===== src/rtl/csp1_tensor_loader.sv =====
// Packs a serial fp16 word stream into the flat CSP1_1 x tensor, pulses csp_reset, waits SETTLE_CYCLES, then flags result_valid.
// Latency: result_valid rises SETTLE_CYCLES+1 cycles after the final accepted word; words pass through bit-exact.
// Backpressure: s_ready is low outside FILL, so no word is accepted while settling or while a result is held.
module csp1_tensor_loader #(
    parameter int DATA_WIDTH    = 16,
    parameter int D             = 3,
    parameter int H             = 4,
    parameter int W             = 4,
    parameter int SETTLE_CYCLES = 100
) (
    input  logic                           clk,
    input  logic                           reset,
    input  logic [DATA_WIDTH-1:0]          s_data,
    input  logic                           s_valid,
    output logic                           s_ready,
    input  logic                           s_last,
    output logic [D*H*W*DATA_WIDTH-1:0]    x,
    output logic                           csp_reset,
    output logic                           result_valid,
    input  logic                           release_req,
    output logic                           len_err
);

    localparam int              N           = D * H * W;
    localparam int              IW          = (N > 1) ? $clog2(N) : 1;
    localparam logic [IW-1:0]   LAST_IDX    = IW'(N - 1);
    localparam logic [15:0]     SETTLE_LOAD = 16'(SETTLE_CYCLES);

    typedef enum logic [1:0] {
        FILL   = 2'd0,
        SETTLE = 2'd1,
        HOLD   = 2'd2
    } state_t;

    state_t                  state_q, state_d;
    logic [IW-1:0]           idx_q, idx_d;
    logic [15:0]             cnt_q, cnt_d;
    logic [N*DATA_WIDTH-1:0] x_q, x_d;
    logic                    len_err_q, len_err_d;
    logic                    first_q, first_d;
    logic                    live_q;
    logic                    hs;
    logic                    tensor_end;

    assign hs         = s_valid & s_ready;
    assign tensor_end = hs & (s_last | (idx_q == LAST_IDX));

    always_ff @(posedge clk or negedge reset) begin
        if (!reset) begin
            state_q <= FILL;
        end else begin
            state_q <= state_d;
        end
    end

    always_comb begin
        state_d = state_q;
        case (state_q)
            FILL:    if (tensor_end) state_d = SETTLE;
            SETTLE:  if (!first_q && cnt_q <= 16'd1) state_d = HOLD;
            HOLD:    if (release_req) state_d = FILL;
            default: state_d = FILL;
        endcase
    end

    // live_q holds s_ready low and csp_reset high for the first cycle out of reset.
    always_comb begin
        s_ready      = (state_q == FILL) & live_q;
        csp_reset    = ~live_q | ((state_q == SETTLE) & first_q);
        result_valid = (state_q == HOLD);
    end

    always_comb begin
        idx_d     = idx_q;
        cnt_d     = cnt_q;
        x_d       = x_q;
        len_err_d = len_err_q;
        first_d   = 1'b0;
        case (state_q)
            FILL: begin
                if (hs) begin
                    x_d[int'(idx_q)*DATA_WIDTH +: DATA_WIDTH] = s_data;
                    if (tensor_end) begin
                        idx_d   = '0;
                        cnt_d   = SETTLE_LOAD;
                        first_d = 1'b1;
                        // Short tensors and unmarked full tensors are both length errors.
                        if (s_last != (idx_q == LAST_IDX)) len_err_d = 1'b1;
                    end else begin
                        idx_d = idx_q + 1'b1;
                    end
                end
            end
            SETTLE: begin
                if (!first_q) cnt_d = (cnt_q <= 16'd1) ? 16'd0 : cnt_q - 16'd1;
            end
            HOLD: begin
                if (release_req) x_d = '0;
            end
            default: ;
        endcase
    end

    always_ff @(posedge clk or negedge reset) begin
        if (!reset) begin
            idx_q     <= '0;
            cnt_q     <= '0;
            x_q       <= '0;
            len_err_q <= 1'b0;
            first_q   <= 1'b0;
            live_q    <= 1'b0;
        end else begin
            idx_q     <= idx_d;
            cnt_q     <= cnt_d;
            x_q       <= x_d;
            len_err_q <= len_err_d;
            first_q   <= first_d;
            live_q    <= 1'b1;
        end
    end

    assign x       = x_q;
    assign len_err = len_err_q;

endmodule

===== config.mk =====
export PLATFORM = sky130hd
export DESIGN_NAME = csp1_tensor_loader
export DESIGN_NICKNAME = d
export VERILOG_FILES = /design/src/rtl/csp1_tensor_loader.sv
export SDC_FILE = /design/constraint.sdc
export NUM_CORES = 2
export LEC_CHECK = 0
export ABC_AREA = 1
export BUFFER_PORTS_ARGS = -buffer_cell sky130_fd_sc_hd__buf_2
export CAP_MARGIN = 30
export CORE_AREA = 2 2 313 315
export DETAILED_ROUTE_END_ITERATION = 8
export DIE_AREA = 0 0 315 317
export GPL_ROUTABILITY_DRIVEN = 0
export HOLD_SLACK_MARGIN = 0.12
export SYNTH_ARGS = -nofsm -noshare
export SYNTH_HDL_FRONTEND = slang
export SYNTH_SLANG_ARGS = --single-unit

===== constraint.sdc =====
create_clock -name clk -period 3.95 [get_ports clk]
set_clock_uncertainty 0.15 [all_clocks]
set_input_delay 0.5925 -clock clk [delete_from_list [all_inputs] [get_ports clk]]
set_output_delay 0.5925 -clock clk [all_outputs]
set_load 0.005 [all_outputs]

Word-level counts from Yosys, hierarchy flattened
Cells that the tools add are included.

Add/sub/neg operators: 3. Order comparisons: 1. Eq/ne operators: 9. Shifts and indexed selects: 2. Multiplexer cells: 17. Bitwise logic cells: 7. Reductions and logical operators: 10.

Operators by type and width (count): 768-bit two-way mux (2); 768-bit case mux with 2 select lines (1); 768-bit bitwise mux (1); 16-bit by 33-bit variable shift with 768-bit output, first input constant (1); 16-bit by 33-bit indexed part select with 768-bit output (1); 16-bit two-way mux (4); 10-bit negation with 33-bit output (1); 16-bit case mux with 2 select lines (1); 16-bit by 1-bit less-or-equal comparator with 1-bit output, second input constant (1); 16-bit by 1-bit subtractor with 16-bit output, second input constant (1); 2-bit != test, second input constant (4); 4-bit AND reduction (2); 6-bit by 1-bit adder with 6-bit output, second input constant (1); 6-bit == test, second input constant (1); 2-bit two-way mux (3); 6-bit two-way mux (1); 2-bit case mux with 3 select lines (1); 3-bit AND reduction (2); 1-bit bitwise AND (4); 2-bit nonzero test (2); 1-bit two-way mux (3); 2-bit by 1-bit == test with 1-bit output, second input constant (1); 2-bit == test, second input constant (1); 2-bit zero test (1); other kinds (7) (8).

Register bits: 795. Bits of input ports: 21. Output and inout port bits: 772. Logic and storage cells: 56.

Logic depth before layout (Yosys ltp)
Depth in word-level cells: 7. Mapped depth: 17. Gate-level depth less buffers: 15.

Worst setup path before layout
Ideal clock, no wire load.

Path type: reg2reg. Start point: register idx_q[0]. End point: register x_q[598], in the netlist x[598]. Library setup time: 117 ps. Data arrival time: 2565 ps. Data required time: 3683 ps. Slack: 1118 ps. Stages on the path, launching flop included: 15. Cell sequence: dfrtp_1 inv_2 nand3_2 nor3_1 ha_1 clkbuf_1 inv_1 clkbuf_1 clkbuf_1 nand2_1 nand2_1 nand2_1 clkbuf_1 nand2_1 nand2_1.

Cells in the longest elaborated chain, start to end: 5.

Ends and longest elaborated chain: start, declared (line 36) `logic [IW-1:0] idx_q, idx_d;`; start signal, assigned (line 113) `idx_q <= idx_d;`; 10-bit negation with 33-bit output (*) (line 82) `x_d[int'(idx_q)*DATA_WIDTH +: DATA_WIDTH] = s_data;`; 16-bit by 33-bit indexed part select with 768-bit output / 16-bit by 33-bit variable shift with 768-bit output (equally long branches) (line 82); 768-bit bitwise mux (*) (line 82); 768-bit two-way mux (*) (line 81) `if (hs) begin`; 768-bit case mux with 2 select lines (*) (line 79) `case (state_q)`; end signal, assigned (line 108) `x_q <= '0;`; end signal, assigned (line 115) `x_q <= x_d;`; end, declared (line 38) `logic [N*DATA_WIDTH-1:0] x_q, x_d;`.

Every way passes the cells marked *; elsewhere a longest branch is shown, timed or not. The select of a mux whose other input is x is not followed. A chain may end at the register's enable or synchronous reset.

Worst setup path after layout
Start point: register idx_q[0]. End point: register x_q[730], in the netlist x[730].

The elaborated chain is that of the path after synthesis.

==> results.cfg <==
[status]
outcome = completed

[logic_synthesis]
post-synth-top-count-cell = nand2_1
synthTopCellsByCount = nand2_1 (1,680), dfrtp_1 (795), nand3_1 (402)
avgSynthCellArea_um2 = 8.28
synth_ff_type = dfrtp_1
synth-simple-area-share_pct = 30.7
synth_compound_area_share_pct = 5.85
syn_nets = 4161
synth-seq-area-share_pct = 58.1
synth_top_family_by_area = simple AND/OR/NAND/NOR gates
synth.distinct_cells = 43
synthTopCellsByArea = dfrtp_1 (58%), nand2_1 (18%), nand3_1 (5.9%)
synth_cells = 4134
yosysTopAreaCell = dfrtp_1
synth_area_mm2 = 0.0342
ys_seq_elements = 795
async_flop_share_pct = 100
synth_top_cell_area_share_pct = 58.1
synth_edf_count = 0
yosys_warnings = 0
synth_xor_area_share_pct = 0.154
muxShareOfSynthArea_pct = 0
synth_fa_ha_area_share_pct = 0.219

[worst_setup_path]
path_cells = inv_2 > ha_1 > nand2_1 > buf_4 > inv_1 > nand4_1 > nor2_1 > nand2_1 > buf_4 > nand2_1 > nand2_1 > nand2_1 > o21ai_1
cp_slowest_cell = nand2_1
worstReg2RegEnd = x[730]$_DFFE_PN0P_
cp_common_cell = nand2_1
worst-r2r-setup-slack_ps = 310
critPathMaxStageDelay_ps = 580
critPathMaxFanout = 34
cp.arrival_ps = 4070
r2r_start = idx_q[0]$_DFFE_PN0P_
crit_path_start_kind = register
crit_path_end_kind = register
rr_worst_depth = 13
crit_required_ps = 4370
critical_path_class = register to register

[place]
hpwlAfterDp_um = 108000
placed_area_mm2 = 0.0396
portBuffers = 792
pre_cts_ws_ps = 372

[clocking]
cts_buffer_depth = 3
clk_pin_slew_ps = 70
ctsHtreeMaxLevel = 3
clk_latency_ps = 660
root_buffer = clkbuf_16
clock_sinks = 795
cts_buffers = 88
cts_tree = built

[worst_hold_path]
holdPathEnd = x[351]$_DFFE_PN0P_
hp-class = input port to register
hold_depth = 3
min_from = s_data[15]

[timing]
worstMarginPinSlew_ps = 1080
fmax_mhz = 275
min_period_over_period_pct = 92.2
slew_headroom_pct = 27.7
layout_setup_ws_ps = 308
final-hold-violation-count = 0
drv_slew = 0
final.min_clock_period_ps = 3640
finalSetupViolCount = 0
rsz0062_at_grt = false
tns_ps = 0

[floorplan]
die_w_um = 315
die_h_um = 317
dieArea_mm2 = 0.0999
coreArea_mm2 = 0.0963
rows = 114
start_util_pct = 35.5
io_pins = 793

[power_and_ir_drop]
leakagePower_nw = 23.7
vdd_drop_max_mv = 0.446
power_density_mw_per_mm2 = 595
power.total_mw = 25.4

[routing]
wire_per_inst_um = 23.8
finalWirelength_um = 148000
first_pass_iters = 9
drc = 0
drt_iter0_markers = 3320
vias = 32300
antenna_left = 0
via_per_inst = 5.19

[global_routing]
first_global_vias = 30500
grt_pass1_wl_um = 212000
grt_use_total_pct = 28.8
grt.overflow.total = 0
grt_antenna_before_repair = 1
grt_max_degree = 112

[finish]
multiInputGateArea_mm2 = 0.0127
area_growth_pct = 25.0
finalCoreUtilization_pct = 44.4
nFillCells = 9706
drive_gt1_share_pct = 22.6
regArea_mm2 = 0.0199
fin_nets = 4902
stdcell_area_mm2 = 0.0428

[job]
maxCapViolations = 0
## state kept, by name, indices dropped and copies added, names as in the netlist
name,count
x,768
cnt_q,16
live_q,1
len_err,1
idx_q,6
first_q,1
state_q,2
## through the flow
stage,cells,hold WS (ps)
global placement,6056,297
CTS,6220,121
finish,6223,165
global route,6223,151
floorplan,4134,147
detailed placement,6057,303
## critical path: cells and delay by family, from the launching register on
family	cells	cell delay, ps
and+or+nand+nor	7	1230
buffers and inverters	4	1180
DFF	1	440
AOI/OAI and AO/OA	1	120
adders and majority gates	1	410
## layout make-up
cell class	instances	share of cell area, %
clock inverters	35	1.13
clock buffers	126	6.01
repair buffers	893	11.5
flip-flops and latches	795	46.5
multi-input cells	2939	29.7
well taps	1276	3.73
inverters	158	1.41
diodes	1	0.00585
## placed cells by master, fill, tap and decap left out, types with 5 or more instances in the layout
cell type	netlist	final
o31ai_1	9	9
nor2_2	14	15
clkinv_2	0	16
xor2_1	5	5
buf_4	5	86
buf_2	108	791
nand4_1	39	39
nor4_1	18	18
o21ai_1	99	98
nand3_1	402	402
nor2_1	280	277
inv_1	130	128
ha_1	6	5
o22ai_1	33	33
dfrtp_1	795	795
bufinv_16	0	11
o21ai_0	218	218
buf_12	0	10
clkbuf_8	0	16
a21oi_1	13	13
inv_2	25	23
nor3_1	77	77
clkbuf_16	0	91
or2_2	17	17
clkbuf_1	104	19
nand2_1	1680	1678
## repair_timing
action / CTS / global route
hold buffers: 2 / 0
endpoints found under the setup margin: 0 / 0
setup buffers: 0 / 0
hold endpoints to repair: 61 / 0
resized for setup: 0 / 0
## where the power goes
part / switching, mW / internal [mW]
Clock: 3.55 / 5.24
Combinational: 6.39 / 1.49
Sequential: 0.253 / 8.52
Total: 10.2 / 15.2
## kinds of logic after synthesis
family                   after synthesis
flip-flops                           795
adder cells (fa/ha/maj)                6
buffers and inverters                400
other                                  1
XOR/XNOR                               6
AO/OA/AOI/OAI                        381
AND/OR/NAND/NOR                     2545
## how the worst max path moves through the flow
stage,end,cells after the start,from
finish,x[730]$_DFFE_PN0P_,13,idx_q[0]$_DFFE_PN0P_
detailed placement,x[537]$_DFFE_PN0P_,12,idx_q[0]$_DFFE_PN0P_
global placement,x[540]$_DFFE_PN0P_,12,idx_q[0]$_DFFE_PN0P_
CTS,x[537]$_DFFE_PN0P_,12,idx_q[0]$_DFFE_PN0P_
floorplan,x[598]$_DFFE_PN0P_,14,idx_q[0]$_DFFE_PN0P_
global route,x[541]$_DFFE_PN0P_,12,idx_q[0]$_DFFE_PN0P_
## metal layers
| metal | GRT usage [%] | part of all wire (%) | vias to the layer above |
|---|---|---|---|
| met5 | 0 | 0 | - |
| met4 | 12.1 | 4.3 | 0 |
| met3 | 6.48 | 8.0 | 254 |
| met2 | 45.9 | 46 | 1402 |
| met1 | 37.9 | 41 | 15900 |
| li1 | - | - | 14800 |
(Power assumes the default switching activity.)
